**src/rtl/system_0_keys_pkg.sv**
```systemverilog
// Shared constants for the pushbutton input port: s1 register offsets and edge-capture modes.
package system_0_keys_pkg;

    localparam logic [1:0] DATA    = 2'd0;
    localparam logic [1:0] IRQMASK = 2'd2;
    localparam logic [1:0] EDGECAP = 2'd3;

    localparam int unsigned RISING  = 0;
    localparam int unsigned FALLING = 1;
    localparam int unsigned ANY     = 2;

endpackage

```
**src/rtl/system_0_keys_debounce.sv**
```systemverilog
// One input bit: two-flop synchroniser followed by a stable-count debouncer.
// Emits a one-cycle change pulse and the new level when a change is accepted.
module system_0_keys_debounce #(
    parameter int unsigned DEBOUNCE = 16
) (
    input  logic clk,
    input  logic reset_n,
    input  logic din,
    output logic level,
    output logic change,
    output logic rise
);

    localparam int unsigned CntW = (DEBOUNCE > 1) ? $clog2(DEBOUNCE) : 1;

    logic            s1_q, s2_q;
    logic            deb_q, deb_d;
    logic [CntW-1:0] cnt_q, cnt_d;

    always_ff @(posedge clk or negedge reset_n) begin
        if (!reset_n) begin
            s1_q  <= 1'b0;
            s2_q  <= 1'b0;
            deb_q <= 1'b0;
            cnt_q <= '0;
        end else begin
            s1_q  <= din;
            s2_q  <= s1_q;
            deb_q <= deb_d;
            cnt_q <= cnt_d;
        end
    end

    // Any return of s2 to the accepted level discards the partial count.
    always_comb begin
        deb_d  = deb_q;
        cnt_d  = cnt_q;
        change = 1'b0;
        if (s2_q == deb_q) begin
            cnt_d = '0;
        end else if (cnt_q == CntW'(DEBOUNCE - 1)) begin
            deb_d  = s2_q;
            cnt_d  = '0;
            change = 1'b1;
        end else begin
            cnt_d = cnt_q + CntW'(1);
        end
    end

    assign level = deb_q;
    assign rise  = s2_q;

endmodule

```
**src/rtl/system_0_keys_in.sv**
```systemverilog
// Avalon-MM s1 input port for the board pushbuttons: debounced data register,
// per-bit edge capture with write-1-to-clear, and a masked level interrupt.
module system_0_keys_in
    import system_0_keys_pkg::*;
#(
    parameter int unsigned WIDTH     = 4,
    parameter int unsigned DEBOUNCE  = 16,
    parameter int unsigned EDGE_TYPE = 1
) (
    input  logic             clk,
    input  logic             reset_n,
    input  logic [1:0]       address,
    input  logic             chipselect,
    input  logic             write_n,
    input  logic [31:0]      writedata,
    input  logic [WIDTH-1:0] in_port,
    output logic [31:0]      readdata,
    output logic             irq
);

    logic [WIDTH-1:0] deb, change, rise, hit;
    logic [WIDTH-1:0] irqmask_q, irqmask_d;
    logic [WIDTH-1:0] edgecap_q, edgecap_d;
    logic             wr;
    logic             unused_writedata;

    for (genvar i = 0; i < WIDTH; i++) begin : g_bit
        system_0_keys_debounce #(
            .DEBOUNCE (DEBOUNCE)
        ) u_debounce (
            .clk     (clk),
            .reset_n (reset_n),
            .din     (in_port[i]),
            .level   (deb[i]),
            .change  (change[i]),
            .rise    (rise[i])
        );

        assign hit[i] = change[i] &
                        ((EDGE_TYPE == ANY) ||
                         ((EDGE_TYPE == RISING)  &&  rise[i]) ||
                         ((EDGE_TYPE == FALLING) && !rise[i]));
    end

    assign wr               = chipselect && !write_n;
    assign unused_writedata = ^writedata;

    always_ff @(posedge clk or negedge reset_n) begin
        if (!reset_n) begin
            irqmask_q <= '0;
            edgecap_q <= '0;
        end else begin
            irqmask_q <= irqmask_d;
            edgecap_q <= edgecap_d;
        end
    end

    // A new edge landing in the same cycle as its clear keeps the bit set.
    always_comb begin
        irqmask_d = irqmask_q;
        edgecap_d = edgecap_q;
        if (wr && address == IRQMASK) begin
            irqmask_d = writedata[WIDTH-1:0];
        end
        if (wr && address == EDGECAP) begin
            edgecap_d = edgecap_d & ~writedata[WIDTH-1:0];
        end
        edgecap_d = edgecap_d | hit;
    end

    assign irq = |(edgecap_q & irqmask_q);

    always_comb begin
        readdata = '0;
        if (chipselect) begin
            case (address)
                DATA:    readdata[WIDTH-1:0] = deb;
                IRQMASK: readdata[WIDTH-1:0] = irqmask_q;
                EDGECAP: readdata[WIDTH-1:0] = edgecap_q;
                default: readdata = '0;
            endcase
        end
    end

endmodule

```
**config.mk**
```make
export PLATFORM = sky130hd
export DESIGN_NAME = system_0_keys_in
export DESIGN_NICKNAME = d
export VERILOG_FILES = /design/src/rtl/system_0_keys_pkg.sv /design/src/rtl/system_0_keys_debounce.sv /design/src/rtl/system_0_keys_in.sv
export SDC_FILE = /design/constraint.sdc
export NUM_CORES = 1
export LEC_CHECK = 0
export BUFFER_PORTS_ARGS = -buffer_cell sky130_fd_sc_hd__buf_4
export CORE_MARGIN = 3
export CORE_UTILIZATION = 45
export CTS_CLUSTER_SIZE = 8
export DETAILED_ROUTE_END_ITERATION = 16
export GPL_TIMING_DRIVEN = 0
export PLACE_DENSITY = 0.86
export SYNTH_ARGS = -nofsm -noshare
export SYNTH_HDL_FRONTEND = slang
export SYNTH_SLANG_ARGS = --single-unit
```
**constraint.sdc**
```tcl
create_clock -name clk -period 3.4 [get_ports clk]
set_input_delay 0.68 -clock clk [delete_from_list [all_inputs] [get_ports clk]]
set_output_delay 0.68 -clock clk [all_outputs]
set_load 0.03 [all_outputs]
```
==> results of run 1 <==
==> final cells by class <==
cell class | instances | share of cell area
Inverter | 4 | 0.00696
Timing Repair Buffer | 17 | 0.0592
Tap cell | 48 | 0.0279
Buffer | 29 | 0.103
Sequential cell | 36 | 0.418
Clock buffer | 8 | 0.0418
Multi-Input combinational cell | 110 | 0.344
==> Yosys cell counts <==
cell type / count
dfrtp_1: 36
ha_1: 4
nor3b_1: 7
inv_1: 4
a22oi_1: 6
mux2_2: 8
nor2_1: 5
and4bb_4: 1
a21oi_1: 8
conb_1: 1
a21o_1: 4
o21ai_0: 4
and4b_1: 1
xnor2_1: 8
nand3_1: 4
nand4b_1: 4
a311oi_1: 1
buf_6: 1
buf_4: 28
nor2b_1: 8
mux2_4: 4
nand2_1: 5
==> flip-flops by register name (all words and copies together) (netlist names) <==
register	flops
g_bit.u_debounce.rise	4
g_bit.u_debounce.s1_q	4
g_bit.u_debounce.cnt_q	16
g_bit.u_debounce.level	4
edgecap_q	4
irqmask_q	4
==> logic make-up (layout without fill, tap and decap cells) <==
| logic type | count (synthesis) | in the layout |
|---|---|---|
| buffers and inverters | 33 | 58 |
| and+or+nand+nor | 35 | 35 |
| xor gates and xnor gates | 8 | 8 |
| muxes | 12 | 12 |
| adders and majority gates | 4 | 4 |
| AOI/OAI and AO/OA | 23 | 23 |
| other | 1 | 28 |
| DFF | 36 | 36 |
==> through the flow <==
stage | util | instance area (um2) | setup WS [ps]
3_3_place_gp | 0.552 | 2070 | 1190
3_5_place_dp | 0.552 | 2070 | 1170
2_1_floorplan | - | 1880 | 1200
6_report | 0.576 | 2160 | 1170
5_1_grt | 0.576 | 2160 | 1100
4_1_cts | 0.576 | 2160 | 1170
==> worst max-delay path: stages <==
cell	delay (ps)
buf_4	140
nor2_1	250
a22oi_1	140
nor2b_1	160
buf_4	180
==> layer usage <==
metal	vias to the layer above	wire length, um	share of wire
li1	573	-	-
met1	534	1250	0.44
met2	28	1380	0.48
met3	3	184	0.065
met4	0	40	0.014
met5	-	0	0
==> power by group through the flow <==
stage / clock network [mW] / logic, mW / registers [mW]
floorplan: 0 / 0.123 / 0.480
global placement: 0 / 0.152 / 0.484
detailed placement: 0 / 0.155 / 0.487
CTS: 0.313 / 0.156 / 0.479
global route: 0.331 / 0.171 / 0.483
finish: 0.300 / 0.156 / 0.480
==> cell usage in the layout, fill, tap and decap left out <==
cell type  count
buf_6          1
nand3_1        4
clkbuf_8       6
ha_1           4
nand2_1        5
mux2_4         4
and4b_1        1
nor2b_1        8
o21ai_0        4
a22oi_1        6
conb_1        28
nand4b_1       4
xnor2_1        8
dfrtp_1       36
a21o_1         4
a21oi_1        8
nor2_1         5
inv_1          4
nor3b_1        7
mux2_2         8
buf_4         45
and4bb_4       1
a311oi_1       1
clkbuf_1       2
==> final timing paths <==
check	startpoint	to	slack, ps
hold / removal	reset_n	g_bit[0].u_debounce.s1_q	340
hold reg to reg	g_bit[1].u_debounce.s1_q	g_bit[1].u_debounce.rise	340
max in group asynchronous	reset_n	irqmask_q[1]	2750
setup / recovery	address[1]	readdata[2]	1170
min in group clk	g_bit[1].u_debounce.s1_q	g_bit[1].u_debounce.rise	340
setup reg to reg	g_bit[2].u_debounce.cnt_q[0]	g_bit[2].u_debounce.level	2130
==> results by group, run 1 <==
Timing
  • Fin crit period: between 2000 and 2500 ps
  • RSZ-0062 raised after global routing: no
  • Final Slew Violations: 0
  • Setup Viol. Count Final: 0
  • Final period util: 0.657
  • Highest clock rate: between 400 and 500 MHz
  • Final hold slack: approximately 340 ps
  • Layout Skew: roughly 2.7 ps
  • Final Hold Fails: 0
  • Total negative slack: 0 ps

Power and ir drop
  • Combinational share of power: 0.167
  • Clock power share: 0.321
  • Internal: a little under 700 uW
  • Lkg Pwr: between 1 and 1.5 nW
  • PwrDens: ~430 mW/mm2
  • Flop pwr share: 0.513
  • Sw frac: 0.260
  • Pwr Total: ~940 uW
  • Psw: ~240 uW
  • VDD IR max: 0.000262 V

Finish
  • FF+latch area: 901 um2
  • Nets: roughly 250
  • Post-Layout Cell Count: 252
  • Fill cells: between 300 and 400
  • Layout cell share with drive strength beyond 1: 0.319
  • Area grow syn2layout: 21.3%
  • Antenna Cells: 0
  • Multi-input gate area: about 740 um2

Critical path
  • Crit path kind: in -> out
  • Top fanout value on the critical path: 7
  • Reg2reg path depth: 3
  • Crit path DAT: between 1500 and 2000 ps
  • CP startpoint kind: input port
  • Crit end category: primary output
  • Worst endpoint required time: 2720 ps

Logic synthesis
  • Total number of yosys warnings: 0
  • Yosys top cell area share: 0.507
  • Main area contributors after synthesis: dfrtp_1 (51%), buf_4 (12%), mux2_2 (5.1%)
  • Largest family of logic cells by synthesized area: buffers and inverters
  • Adder-Cell Fraction of Synth Area: 0.0282
  • Post-synthesis mux area share: 0.0845
  • Register area share after synthesis: 0.507
  • Synthesized instance count: between 150 and 200
  • Synth Area in XOR/XNOR: 0.0394
  • Post-Synth Simple-Gate Area: 0.125
  • Register bit total from synthesis: 36
  • Distinct cell type count after synthesis: 22
  • Largest area contributor in the netlist: dfrtp_1
  • Synthesized area: 0.00178 mm2
  • Syn Area/Cell: about 12 um2
  • Synth Area in Compound Gates: 0.0810

Clocking
  • CTS Hold Bufs: 0
  • Num CTS Buffers: 5
  • CTS Buffer Depth: 2
  • Resized Gates After CTS: 0
  • Clock sinks: 36
  • Root buffer cell: clkbuf_8
  • Post-CTS setup buffer count: 0
  • CTS tree: done
  • # H-tree levels: 2
  • Clock slew at reported path FFs: 60 ps
  • Worst-Skew Late Latency: approximately 280 ps

Placement
  • HPWL Detailed: between 2 and 2.5 mm
  • IO buf count: 17
  • GPL Wtd Cong: between 0.7 and 0.8
  • Placed Instances: around 240

Global routing
  • Total grt overflow: 0
  • Largest net degree at the start of global routing: 37
  • First-pass GRT wire length: between 4 and 5 mm
  • Grt met1 use: 0.177
  • Vias in the first global route: around 1100
  • Gr busiest metal: met2
  • GRT Total Usage: 0.136
  • Routing usage on met3: 0.0486
  • Routing usage on met2: 0.210
  • Antenna violations before repair: 0

Outcome
  • Status: completed

Floorplan
  • Die area: between 0.004 and 0.005 mm2
  • Die width: between 60 and 70 um
  • Site row count: 22
  • Placeable Area: approximately 0.0037 mm2
  • Die Ht: 68.8 um
  • Initial core utilization: 0.475
  • I/O pins: 75

Detailed routing
  • Vias: between 1000 and 1500
  • Via-per-instance ratio: 4.52
  • Number of remaining DRC errors: 0
  • Drt first-iter violations: 13
  • DR WL/cell: around 11 um
  • Routed wire length: between 2 and 3 mm
  • Drt pass-1 iters: 4
  • Post-route ant nets: 0

Worst hold path
  • HP Class: in -> async

Flow run
  • Max Cap Violations: 0
(Power assumes the default switching activity.)
==> run 2: changes to the inputs <==
CORE_UTILIZATION = 43   (was 45)
clock period = 2 ns   (was 3.4 ns; I/O delays follow)
==> run 2 against run 1 <==
Global-route usage shrank 0.52 points. Clock power grew 110%. Highest routed layer unchanged. Clock skew grew 1.5 ps. Worst setup slack lost 920 ps. Critical endpoint is now readdata[1]. Critical path depth shrank 1. Sequential share of layout area shrank 0.34 points. Sequential cell count is the same. First-iteration DRC count grew to 7.6 times the previous value. Sequential power grew 69%. Utilization shrank 0.79 points.
==> results by group, run 2 (synthesis gave the netlist of run 1 again) <==
Power and ir drop
  • VDD IR max: about 0.00041 V
  • Pwr Total: 1.69 mW
  • PwrDens: just under 800 mW/mm2
  • Lkg Pwr: 1.09 nW

Clocking
  • CTS Hold Bufs: 0
  • Root buffer cell: clkbuf_8
  • Clock sinks: 36
  • Worst-Skew Late Latency: 290 ps
  • Post-CTS setup buffer count: 0
  • # H-tree levels: 2
  • Num CTS Buffers: 5
  • CTS Buffer Depth: 2
  • CTS tree: done
  • Resized Gates After CTS: 0
  • Clock slew at reported path FFs: 70 ps

Critical path
  • Last element of the critical path: readdata[1]
  • Crit path kind: reg -> out
  • Max stage delay on crit path: 400 ps
  • Reg-to-reg critical path startpoint: g_bit[3].u_debounce.cnt_q[0]
  • Crit path cell chain: mux2_2 > a22oi_1 > nor2b_1 > buf_4
  • Reg2reg path depth: 3
  • Crit end category: primary output
  • RR Endpoint: g_bit[3].u_debounce.level
  • Worst endpoint required time: approximately 1600 ps
  • Reg2reg setup slack: roughly 740 ps
  • Crit. Startpoint: edgecap_q[1]
  • CP startpoint kind: register
  • Crit path DAT: 1350 ps
  • Top fanout value on the critical path: 3
  • CP max stage cell: dfrtp_1

Detailed routing
  • Via-per-instance ratio: about 4.5
  • Drt first-iter violations: 99
  • Number of remaining DRC errors: 0
  • Drt pass-1 iters: 4
  • Vias: between 1000 and 1500
  • Post-route ant nets: 0
  • DR WL/cell: approximately 12 um
  • Routed wire length: 2.91 mm

Timing
  • Highest clock rate: between 500 and 600 MHz
  • Final Hold Fails: 0
  • RSZ-0062 raised after global routing: no
  • Setup Viol. Count Final: 0
  • Final period util: 0.875
  • Layout Skew: 4.23 ps
  • Total negative slack: 0 ps
  • Fin crit period: roughly 1800 ps
  • Final Slew Violations: 0

Outcome
  • Status: completed

Global routing
  • First-pass GRT wire length: 5.12 mm
  • Antenna violations before repair: 0
  • Vias in the first global route: ~1100
  • Total grt overflow: 0
  • GRT Total Usage: 0.130
  • Largest net degree at the start of global routing: 37

Placement
  • IO buf count: 17
  • HPWL Detailed: between 2 and 2.5 mm
  • GPL Wtd Cong: 0.664

Worst hold path
  • HP Class: in -> async

Floorplan
  • I/O pins: 75
  • Die area: approximately 0.0049 mm2
  • Placeable Area: between 0.003 and 0.004 mm2
  • Site row count: 22
  • Die width: 70.3 um
  • Initial core utilization: 0.464
  • Die Ht: approximately 70 um

Finish
  • Commonest non-fill, non-tap cell in the layout: buf_4
  • Max reg flops: 16
  • Layout cell share with drive strength beyond 1: 0.324
  • Antenna Cells: 0
  • Area grow syn2layout: 22.3%
  • Nets: about 250
  • Most frequent cells in the layout: buf_4 (45), dfrtp_1 (36), conb_1 (28)
  • Fill cells: 325
  • Reg with most FFs: g_bit.u_debounce.cnt_q

Flow run
  • Max Cap Violations: 0
[run 2: layer usage]
metal / wire, um / up-vias / part of all wire / GRT usage
met2: 1450 / 31 / 0.50 / 0.205
met3: 208 / 5 / 0.072 / 0.0460
met1: 1190 / 533 / 0.41 / 0.161
li1: - / 575 / - / -
met4: 56 / 0 / 0.019 / 0.0574
met5: 0 / - / 0 / 0
[run 2: per-stage QoR]
stage | setup slack [ps] | util | instances | hold slack [ps] | area (um2)
after floorplan | 357 | - | 179 | 104 | 1880
after global placement | 323 | 0.540 | 244 | 331 | 2070
after detailed placement | 298 | 0.540 | 244 | 335 | 2070
after CTS | 224 | 0.568 | 252 | 62.5 | 2170
after global routing | 169 | 0.568 | 252 | 81.1 | 2170
final | 249 | 0.568 | 252 | 53.3 | 2170
[run 2: where the power goes]
part           internal [mW]  switching [mW]
Combinational          0.122           0.142
Clock                  0.370           0.247
Sequential             0.774          0.0385
[run 2: final cells by class]
class,count,area (um2),share of cell area
sequential,36,901,0.415
clock inverter,2,35.0,0.0161
buffer,29,221,0.102
timing repair buffer,17,128,0.0587
clock buffer,6,72.6,0.0334
multi-input combinational,110,741,0.341
tap,48,60.1,0.0276
inverter,4,15.0,0.00691
[run 2: how the worst min path moves through the flow]
stage	end	cells past startpoint	start
after global placement	g_bit[2].u_debounce.rise	0	g_bit[2].u_debounce.s1_q
final	g_bit[1].u_debounce.cnt_q[2]	1	reset_n
after CTS	g_bit[1].u_debounce.cnt_q[2]	1	reset_n
after detailed placement	g_bit[0].u_debounce.rise	0	g_bit[0].u_debounce.s1_q
after floorplan	edgecap_q[0]	0	reset_n
after global routing	g_bit[1].u_debounce.cnt_q[1]	1	reset_n
[run 2: critical path: cells and delay by family (launching register included)]
| kind | cells | cell delay (ps) |
|---|---|---|
| multiplexers | 1 | 260 |
| AO/OA/AOI/OAI | 1 | 170 |
| flip-flops | 1 | 400 |
| buffers and inverters | 1 | 170 |
| AND/OR/NAND/NOR | 1 | 70 |
